$ cat src/rtl/pipe_drain_fifo_if.sv
// Handshake bundle between a fixed-latency pipeline, its issuing upstream, and the drain FIFO.
// The master side drives issue/in_*/out_ready; the slave side (the FIFO) returns credits, head, count and errors.
interface pipe_drain_fifo_if #(
    parameter int W     = 32,
    parameter int DEPTH = 16
);
    localparam int AW = $clog2(DEPTH);

    logic          issue;
    logic          issue_ok;
    logic          in_valid;
    logic [W-1:0]  in_data;
    logic          out_valid;
    logic [W-1:0]  out_data;
    logic          out_ready;
    logic [AW:0]   count;
    logic          err_issue;
    logic          err_ovf;

    modport master (
        output issue, in_valid, in_data, out_ready,
        input  issue_ok, out_valid, out_data, count, err_issue, err_ovf
    );

    modport slave (
        input  issue, in_valid, in_data, out_ready,
        output issue_ok, out_valid, out_data, count, err_issue, err_ovf
    );
endinterface

$ cat src/rtl/pipe_drain_fifo.sv
// Purpose: credit tracker plus output FIFO at the tail of an L-cycle pipeline; flushes stale items after reset.
// Latency: a written item is visible on out_valid one cycle after the write edge (no fall-through).
// Backpressure: out_ready stalls the head; issue_ok drops once in-flight plus stored items reach DEPTH.
module pipe_drain_fifo #(
    parameter int W     = 32,
    parameter int L     = 8,
    parameter int DEPTH = 16
) (
    input  logic              clk,
    input  logic              rst,
    pipe_drain_fifo_if.slave  bus
);
    localparam int AW  = $clog2(DEPTH);
    localparam int DCW = (L > 1) ? $clog2(L) : 1;
    localparam logic [AW:0]    FULL     = (AW + 1)'(DEPTH);
    localparam logic [DCW-1:0] DRAIN_LAST = DCW'(L - 1);

    typedef enum logic {DRAIN, RUN} state_t;

    state_t         state, state_nxt;
    logic [DCW-1:0] drain_cnt, drain_cnt_nxt;
    logic [AW:0]    reserved;
    logic [AW:0]    count;
    logic [AW-1:0]  wr_ptr, rd_ptr;
    logic [W-1:0]   mem [DEPTH];
    logic           err_issue, err_ovf;

    logic run, issue_ok, out_valid, pop, acc_issue, wr_en, ovf;

    always_ff @(posedge clk or posedge rst) begin
        if (rst) begin
            state     <= DRAIN;
            drain_cnt <= '0;
        end else begin
            state     <= state_nxt;
            drain_cnt <= drain_cnt_nxt;
        end
    end

    // Stay in DRAIN for L cycles so items already inside the delay line are discarded.
    always_comb begin
        state_nxt     = state;
        drain_cnt_nxt = drain_cnt;
        case (state)
            DRAIN: begin
                if (drain_cnt == DRAIN_LAST) state_nxt = RUN;
                else                         drain_cnt_nxt = drain_cnt + 1'b1;
            end
            RUN:     state_nxt = RUN;
            default: state_nxt = DRAIN;
        endcase
    end

    assign run       = (state == RUN);
    assign issue_ok  = run && (reserved != FULL);
    assign out_valid = (count != '0);
    assign pop       = out_valid && bus.out_ready;
    assign acc_issue = bus.issue && issue_ok;
    assign wr_en     = run && bus.in_valid && ((count != FULL) || pop);
    assign ovf       = run && bus.in_valid && (count == FULL) && !pop;

    always_ff @(posedge clk or posedge rst) begin
        if (rst) begin
            reserved  <= '0;
            count     <= '0;
            wr_ptr    <= '0;
            rd_ptr    <= '0;
            err_issue <= 1'b0;
            err_ovf   <= 1'b0;
        end else begin
            if (acc_issue && !pop)      reserved <= reserved + 1'b1;
            else if (!acc_issue && pop) reserved <= reserved - 1'b1;

            if (wr_en && !pop)      count <= count + 1'b1;
            else if (!wr_en && pop) count <= count - 1'b1;

            if (wr_en) wr_ptr <= wr_ptr + 1'b1;
            if (pop)   rd_ptr <= rd_ptr + 1'b1;

            if (bus.issue && !issue_ok) err_issue <= 1'b1;
            if (ovf)                    err_ovf   <= 1'b1;
        end
    end

    // Storage carries no reset; count gates what is visible.
    always_ff @(posedge clk) begin
        if (wr_en) mem[wr_ptr] <= bus.in_data;
    end

    assign bus.issue_ok  = issue_ok;
    assign bus.out_valid = out_valid;
    assign bus.out_data  = mem[rd_ptr];
    assign bus.count     = count;
    assign bus.err_issue = err_issue;
    assign bus.err_ovf   = err_ovf;
endmodule
$ cat src/flat_wrapper.sv
// flat-port wrapper written by rule: the top's interface ports become plain ports
module pipe_drain_fifo_flat 
#(
    parameter int W     = 32,
    parameter int L     = 8,
    parameter int DEPTH = 16
)
  (clk, rst, bus_issue, bus_in_valid, bus_in_data, bus_out_ready, bus_issue_ok, bus_out_valid, bus_out_data, bus_count, bus_err_issue, bus_err_ovf);
  pipe_drain_fifo_if #(.W(W), .DEPTH(DEPTH)) bus_i ();
  input  logic clk;
  input  logic rst;
  input wire logic [$bits(bus_i.issue)-1:0] bus_issue;
  input wire logic [$bits(bus_i.in_valid)-1:0] bus_in_valid;
  input wire logic [$bits(bus_i.in_data)-1:0] bus_in_data;
  input wire logic [$bits(bus_i.out_ready)-1:0] bus_out_ready;
  output wire logic [$bits(bus_i.issue_ok)-1:0] bus_issue_ok;
  output wire logic [$bits(bus_i.out_valid)-1:0] bus_out_valid;
  output wire logic [$bits(bus_i.out_data)-1:0] bus_out_data;
  output wire logic [$bits(bus_i.count)-1:0] bus_count;
  output wire logic [$bits(bus_i.err_issue)-1:0] bus_err_issue;
  output wire logic [$bits(bus_i.err_ovf)-1:0] bus_err_ovf;
  assign bus_i.issue = bus_issue;
  assign bus_i.in_valid = bus_in_valid;
  assign bus_i.in_data = bus_in_data;
  assign bus_i.out_ready = bus_out_ready;
  assign bus_issue_ok = bus_i.issue_ok;
  assign bus_out_valid = bus_i.out_valid;
  assign bus_out_data = bus_i.out_data;
  assign bus_count = bus_i.count;
  assign bus_err_issue = bus_i.err_issue;
  assign bus_err_ovf = bus_i.err_ovf;
  pipe_drain_fifo #(.W(W), .L(L), .DEPTH(DEPTH)) u_core (.clk(clk), .rst(rst), .bus(bus_i));
endmodule
$ cat config.mk
export PLATFORM = sky130hd
export DESIGN_NAME = pipe_drain_fifo_flat
export DESIGN_NICKNAME = d
export VERILOG_FILES = /design/src/rtl/pipe_drain_fifo_if.sv /design/src/rtl/pipe_drain_fifo.sv /design/src/flat_wrapper.sv
export SDC_FILE = /design/constraint.sdc
export NUM_CORES = 1
export LEC_CHECK = 0
export BUFFER_PORTS_ARGS = -buffer_cell sky130_fd_sc_hd__buf_4
export CELL_PAD_IN_SITES_DETAIL_PLACEMENT = 1
export CELL_PAD_IN_SITES_GLOBAL_PLACEMENT = 2
export CORE_MARGIN = 2
export CORE_UTILIZATION = 41
export CTS_CLUSTER_SIZE = 14
export DETAILED_ROUTE_END_ITERATION = 10
export GPL_TIMING_DRIVEN = 0
export PLACE_DENSITY_LB_ADDON = 0.1
export SKIP_CTS_REPAIR_TIMING = 1
export SLEW_MARGIN = 15
export SYNTH_ARGS = -nofsm -noshare
export SYNTH_HDL_FRONTEND = slang
export SYNTH_SLANG_ARGS = --single-unit
$ cat constraint.sdc
create_clock -name clk -period 2.94 [get_ports clk]
set_input_delay 0.882 -clock clk [delete_from_list [all_inputs] [get_ports clk]]
set_output_delay 0.882 -clock clk [all_outputs]
set_load 0.1 [all_outputs]
==> results.cfg, run 1 <==
[run_status]
status = complete, but fails checks
failing_checks = negative setup slack

[finish]
diodes = 0
layout_common_cells = edfxtp_1, mux2i_1, mux4_2
post_route_core_utilization_pct = 53.5
area_growth_syn_to_layout_pct = 28.6
mostFrequentLayoutCell = edfxtp_1
finalNonFillerCells = 1935
drive_above_1_share_pct = 41.7
design.final.nets = 1274
nFillCells = 4324

[grt]
grt.overflow.total = 0
antenna_found_initial = 0
grt_use_total_pct = 19.5
first_pass_grt_wire_length_microns = 74700
via_count_of_the_first_global_routing_pass = 11200
grt_start_max_net_pins = 33

[sta]
fmax_ghz = 0.295
tightest_slew_ps = 1020
maxSlewViolCount = 0
pnr_worst_setup_slack_ps = -447
final_critical_period_ps = 3390
setup-violations-final = 33
skew_ps = 24.4
rsz0062_at_grt = yes
worst_hold_slack_after_final_layout_ps = 403
max-slew-margin-rel_pct = 31.3
final_hold_violation_count = 0
timing.final.crit_share_pct = 115
timing.setup.tns_ps = -12780

[yosys]
yosysWarnings = 0
postSynthCellCount = 1057
synth_compound_area_share_pct = 5.08
synth_simple_gate_area_share_pct = 1.86
avgSynthCellArea_sq_um = 19.8
fraction_of_synthesis_flops_using_an_asynchronous_set_or_reset_pin_pct = 4.48
ys_dominant_reg_cell = edfxtp_1
synth.net_count = 1111
synth.cell_area_sq_um = 20900
synth_edf_count = 512
yosys.area_share.adder_pct = 1.09
synth_mux_area_share_pct = 13.3
synth-seq-cells = 536
synth_top_family_by_area = multiplexers
synth_sequential_area_ratio_pct = 76.5
synth_xor_area_share_pct = 0.671
synth.lib_cells_used.distinct = 39

[floorplan]
floorplan.die_area_sq_um = 52700
die_x_microns = 230
initial_core_util_pct = 41.6
num_io_pins = 78
floorplan.die.height_microns = 230
num_rows = 82
core_area_sq_um = 50200

[power]
power_density_nw_per_um2 = 1220
ir_drop_mv = 1.12
power_leakage_nw = 8.93
power.total_mw = 32.7

[critical_path]
worst_ep_required_time_ps = 2060
cp-start-kind = register
reg2reg_from = u_core.bus.count[1]
critical_path.reg2reg.endpoint = u_core.bus.count[4]
reg2regPathDepth = 12
crit_type = reg -> out
crit_end = bus_out_data[31]
timing.reg2reg.setup_slack_ps = 60
worstSetupEndpointType = output port
crit_path_start = u_core.rd_ptr[0]
cp_data_arrival_time_ps = 2500
crit_path_max_fanout = 10

[clocking]
clk_pin_slew_worst_paths_ps = 60
cts_buffers = 56
clock-root-buffer = clkbuf_16
maximum_count_of_clock_buffers_along_a_single_path = 3
h-tree-depth = 2
cts_sinks = 536
tritoncts = built
clock_latency_ps = 620

[place]
finalWeightedCongestion = 0.689
placed_cells = 1819
dp.final_hpwl_microns = 30900
port_buffers = 77

[drt]
drt-pass1-iter-count = 5
post_drt_via_cell_ratio = 5.49
detail_route.iter0.violations = 644
detail_route.wl_per_cell_microns = 26.9
routed_wl_microns = 52000
detailroute.via_count = 10600
residual_drc_count = 0
ant_nets = 0

[run]
number_of_violations_of_the_max_capacitance_limit = 0

[min_path]
min_path_type = in -> async
## metal layers
layer / vias to the layer above / global-route usage [%] / wire length, microns
met5: - / 0 / 0
met4: 0 / 4.55 / 863
met3: 66 / 3.35 / 1700
met2: 168 / 32.7 / 26300
met1: 5697 / 26.8 / 23100
li1: 4694 / - / -
## cell families after synthesis
family / count (synthesis)
DFF: 536
muxes: 197
AOI/OAI and AO/OA: 144
and+or+nand+nor: 78
buffers and inverters: 69
adders and majority gates: 17
xor gates and xnor gates: 16
## flip-flops by register name, indices dropped and copies added (netlist names)
name and cells:
u_core.mem 512, u_core.bus.count 5, u_core.reserved 5, u_core.rd_ptr 4
u_core.wr_ptr 4, u_core.drain_cnt 3, u_core.bus.err_issue 1, u_core.bus.err_ovf 1
u_core.run 1
## Yosys cell counts, types with 2 or more instances
library cell,instances,area share [%]
a21o_1,4,0.14
a21oi_1,4,0.096
a221oi_1,64,2.7
a22oi_1,32,1.2
and2_1,10,0.30
and3_1,8,0.24
buf_1,9,0.16
buf_2,18,0.43
buf_4,7,0.25
clkbuf_1,22,0.40
dfrtp_1,24,2.9
edfxtp_1,512,74
fa_1,2,0.19
ha_1,15,0.90
inv_1,11,0.20
mux2_2,3,0.16
mux2i_1,130,6.2
mux4_2,64,6.9
nand2_1,43,0.77
nor2_1,6,0.11
o21ai_0,37,0.89
xnor2_1,11,0.46
xor2_1,5,0.21
## worst max-delay path, stage by stage (launching register included)
cell and delay [ps]:
dfrtp_1 380, buf_6 160, buf_12 170, buf_12 160, mux2i_1 130, a221oi_2 380, a22oi_2 150, nand2_2 170
buf_12 190
## worst min-delay path by stage
stage | cells past startpoint | endpoint
floorplan | 1 | u_core.drain_cnt[0]
global placement | 1 | u_core.drain_cnt[0]
detailed placement | 1 | u_core.bus.err_issue
CTS | 2 | u_core.bus.err_ovf
global route | 2 | u_core.bus.err_issue
finish | 2 | u_core.bus.err_issue
## metrics by stage
stage / cell area, sq um / setup slack [ps]
after floorplan: 21000 / -199
after global placement: 22400 / -917
after detailed placement: 22700 / -533
after CTS: 24500 / -1190
after global routing: 26900 / -552
final: 26900 / -447
## final cells by class
class	count	area (sq um)	area share, %
clock buffers	73	1510	5.61
repair buffers	106	1470	5.48
inverters	13	61.3	0.228
well taps	672	841	3.13
clock inverters	28	238	0.885
plain buffers	55	702	2.61
multi-input cells	452	6040	22.5
flip-flops and latches	536	16000	59.5
## power by group
| group | internal, mW | total [mW] | switching (mW) | leakage [nW] |
|---|---|---|---|---|
| clock network | 3.94 | 6.83 | 2.90 | 0.860 |
| registers | 9.25 | 9.57 | 0.324 | 4.89 |
| logic | 6.36 | 16.3 | 9.96 | 3.18 |
(Power assumes the default switching activity.)
==> run 2: changes to the inputs <==
--- a/config.mk
+++ b/config.mk
@@ -8,6 +8,7 @@
 export BUFFER_PORTS_ARGS = -buffer_cell sky130_fd_sc_hd__buf_4
 export CELL_PAD_IN_SITES_DETAIL_PLACEMENT = 1
 export CELL_PAD_IN_SITES_GLOBAL_PLACEMENT = 2
+export CORE_ASPECT_RATIO = 1.5
 export CORE_MARGIN = 2
 export CORE_UTILIZATION = 41
 export CTS_CLUSTER_SIZE = 14
==> results.cfg, run 2 (synthesis gave the netlist of run 1 again) <==
[grt]
first_pass_grt_wire_length_microns = 76500
grt_use_total_pct = 20.0
grt_start_max_net_pins = 33
via_count_of_the_first_global_routing_pass = 11700
antenna_found_initial = 1
grt.overflow.total = 0

[clocking]
cts_sinks = 536
cts_buffers = 51
clk_pin_slew_worst_paths_ps = 70
tritoncts = built
clock_latency_ps = 590
clock-root-buffer = clkbuf_16
maximum_count_of_clock_buffers_along_a_single_path = 3
h-tree-depth = 2

[power]
power_density_nw_per_um2 = 1220
power_leakage_nw = 8.81
p_int_mw = 19.2
power.switching_mw = 13.0
power.switching_fraction_pct = 40.4
ir_drop_mv = 0.916
comb_power_share_pct = 49.6
clock_power_share_pct = 20.7
power.total_mw = 32.2
seqPwrFrac_pct = 29.7

[sta]
timing.final.crit_share_pct = 115
setup-violations-final = 33
worst_hold_slack_after_final_layout_ps = 474
pnr_worst_setup_slack_ps = -426
tightest_slew_ps = 1130
maxSlewViolCount = 0
final_hold_violation_count = 0
final_critical_period_ps = 3370
rsz0062_at_grt = yes
timing.setup.tns_ps = -12070
fmax_ghz = 0.297
skew_ps = 21.5
max-slew-margin-rel_pct = 24.7

[drt]
routed_wl_microns = 53100
detail_route.wl_per_cell_microns = 27.7
detail_route.iter0.violations = 601
residual_drc_count = 0
ant_nets = 0
wl_met3_microns = 1940
detailroute.via_count = 10700
drt-pass1-iter-count = 5
route.layer.met1.wl_microns = 20900
met2RoutedLength_microns = 28800
top_layer_used = met5
post_drt_via_cell_ratio = 5.58

[floorplan]
die_x_microns = 188
initial_core_util_pct = 41.4
floorplan.die_area_sq_um = 52800
num_rows = 101
floorplan.die.height_microns = 280
num_io_pins = 78
core_area_sq_um = 50400

[critical_path]
cp-start-kind = register
worstSetupEndpointType = output port
reg2regPathDepth = 12
crit_top_cell = clkbuf_16
worst_ep_required_time_ps = 2060
crit_type = reg -> out
ordered_cell_list_for_the_critical_path = buf_6, clkbuf_16, clkbuf_16, mux2i_2, a221oi_4, a22oi_1, nand2_2, buf_12
crit_path_top_delay_cell = dfrtp_1
crit_path_max_fanout = 7
critical_path.max_stage_delay_ps = 390
cp_data_arrival_time_ps = 2480

[finish]
largest_reg_flops = 512
top_register = u_core.mem
design.final.nets = 1258
area_growth_syn_to_layout_pct = 26.7
mostFrequentLayoutCell = edfxtp_1
diodes = 0
drive_above_1_share_pct = 39.9
finalNonFillerCells = 1916
layout_common_cells = edfxtp_1, mux2i_1, mux4_2
largest_registers = u_core.mem (512), u_core.bus.count (5), u_core.reserved (5)

[run_status]
failing_checks = negative setup slack
status = complete, but fails checks

[place]
placed_cells = 1810
dp.final_hpwl_microns = 31200
port_buffers = 77
finalWeightedCongestion = 0.695

[min_path]
min_path_type = reg -> reg
worst_hold_path.num_cells = 1

[run]
number_of_violations_of_the_max_capacitance_limit = 0
[run 2: cell count changes in the layout (fill, tap and decap cells not counted), sizes merged]
cell / change
buf: -11
clkbuf: -7
bufinv: +2
clkinv: -2
inv: +2
[run 2: stage by stage]
| stage | util, % | instance area, sq um | setup WS (ps) |
|---|---|---|---|
| finish | 52.4 | 26400 | -426 |
| global route | 52.4 | 26400 | -539 |
| CTS | 48.2 | 24300 | -1270 |
| detailed placement | 44.9 | 22600 | -608 |
| global placement | 44.5 | 22400 | -1070 |
| floorplan | - | 21000 | -199 |
[run 2: layout make-up]
type,instances,area (sq um)
tap,669,837
sequential,536,16000
multi-input combinational,452,5920
timing repair buffer,95,1290
clock inverter,30,303
inverter,13,61.3
buffer,55,657
fill,4398,24000
clock buffer,66,1380
[run 2: path summary, 6_finish.rpt]
kind                                startpoint             endpoint  slack [ps]
max reg2reg                u_core.bus.count[1]  u_core.bus.count[4]          10
min in group asynchronous                  rst     u_core.rd_ptr[3]         600
max                           u_core.rd_ptr[0]     bus_out_data[19]        -430
min                        u_core.drain_cnt[0]  u_core.drain_cnt[0]         470
min reg2reg                u_core.drain_cnt[0]  u_core.drain_cnt[0]         470
max in group asynchronous                  rst  u_core.bus.count[3]        1520
[run 2: worst max-delay path: cells and delay by family (launching register included)]
kind	cells	cell delay, ps
AO/OA/AOI/OAI	2	500
AND/OR/NAND/NOR	1	140
multiplexers	1	160
flip-flops	1	390
buffers and inverters	4	700
[run 2: metal layers]
metal / vias to the layer above / track usage [%]
li1: 4659 / -
met1: 5719 / 24.4
met2: 226 / 37.3
met3: 90 / 2.58
met4: 2 / 5.39
met5: - / 0
[run 2: power groups by stage]
| stage | clock network (mW) | registers, mW | logic (mW) |
|---|---|---|---|
| floorplan | 0 | 9.91 | 8.42 |
| global placement | 0 | 9.70 | 11.8 |
| detailed placement | 0 | 9.70 | 12.0 |
| CTS | 6.82 | 9.54 | 12.0 |
| global route | 7.10 | 9.64 | 16.7 |
| finish | 6.68 | 9.57 | 16.0 |
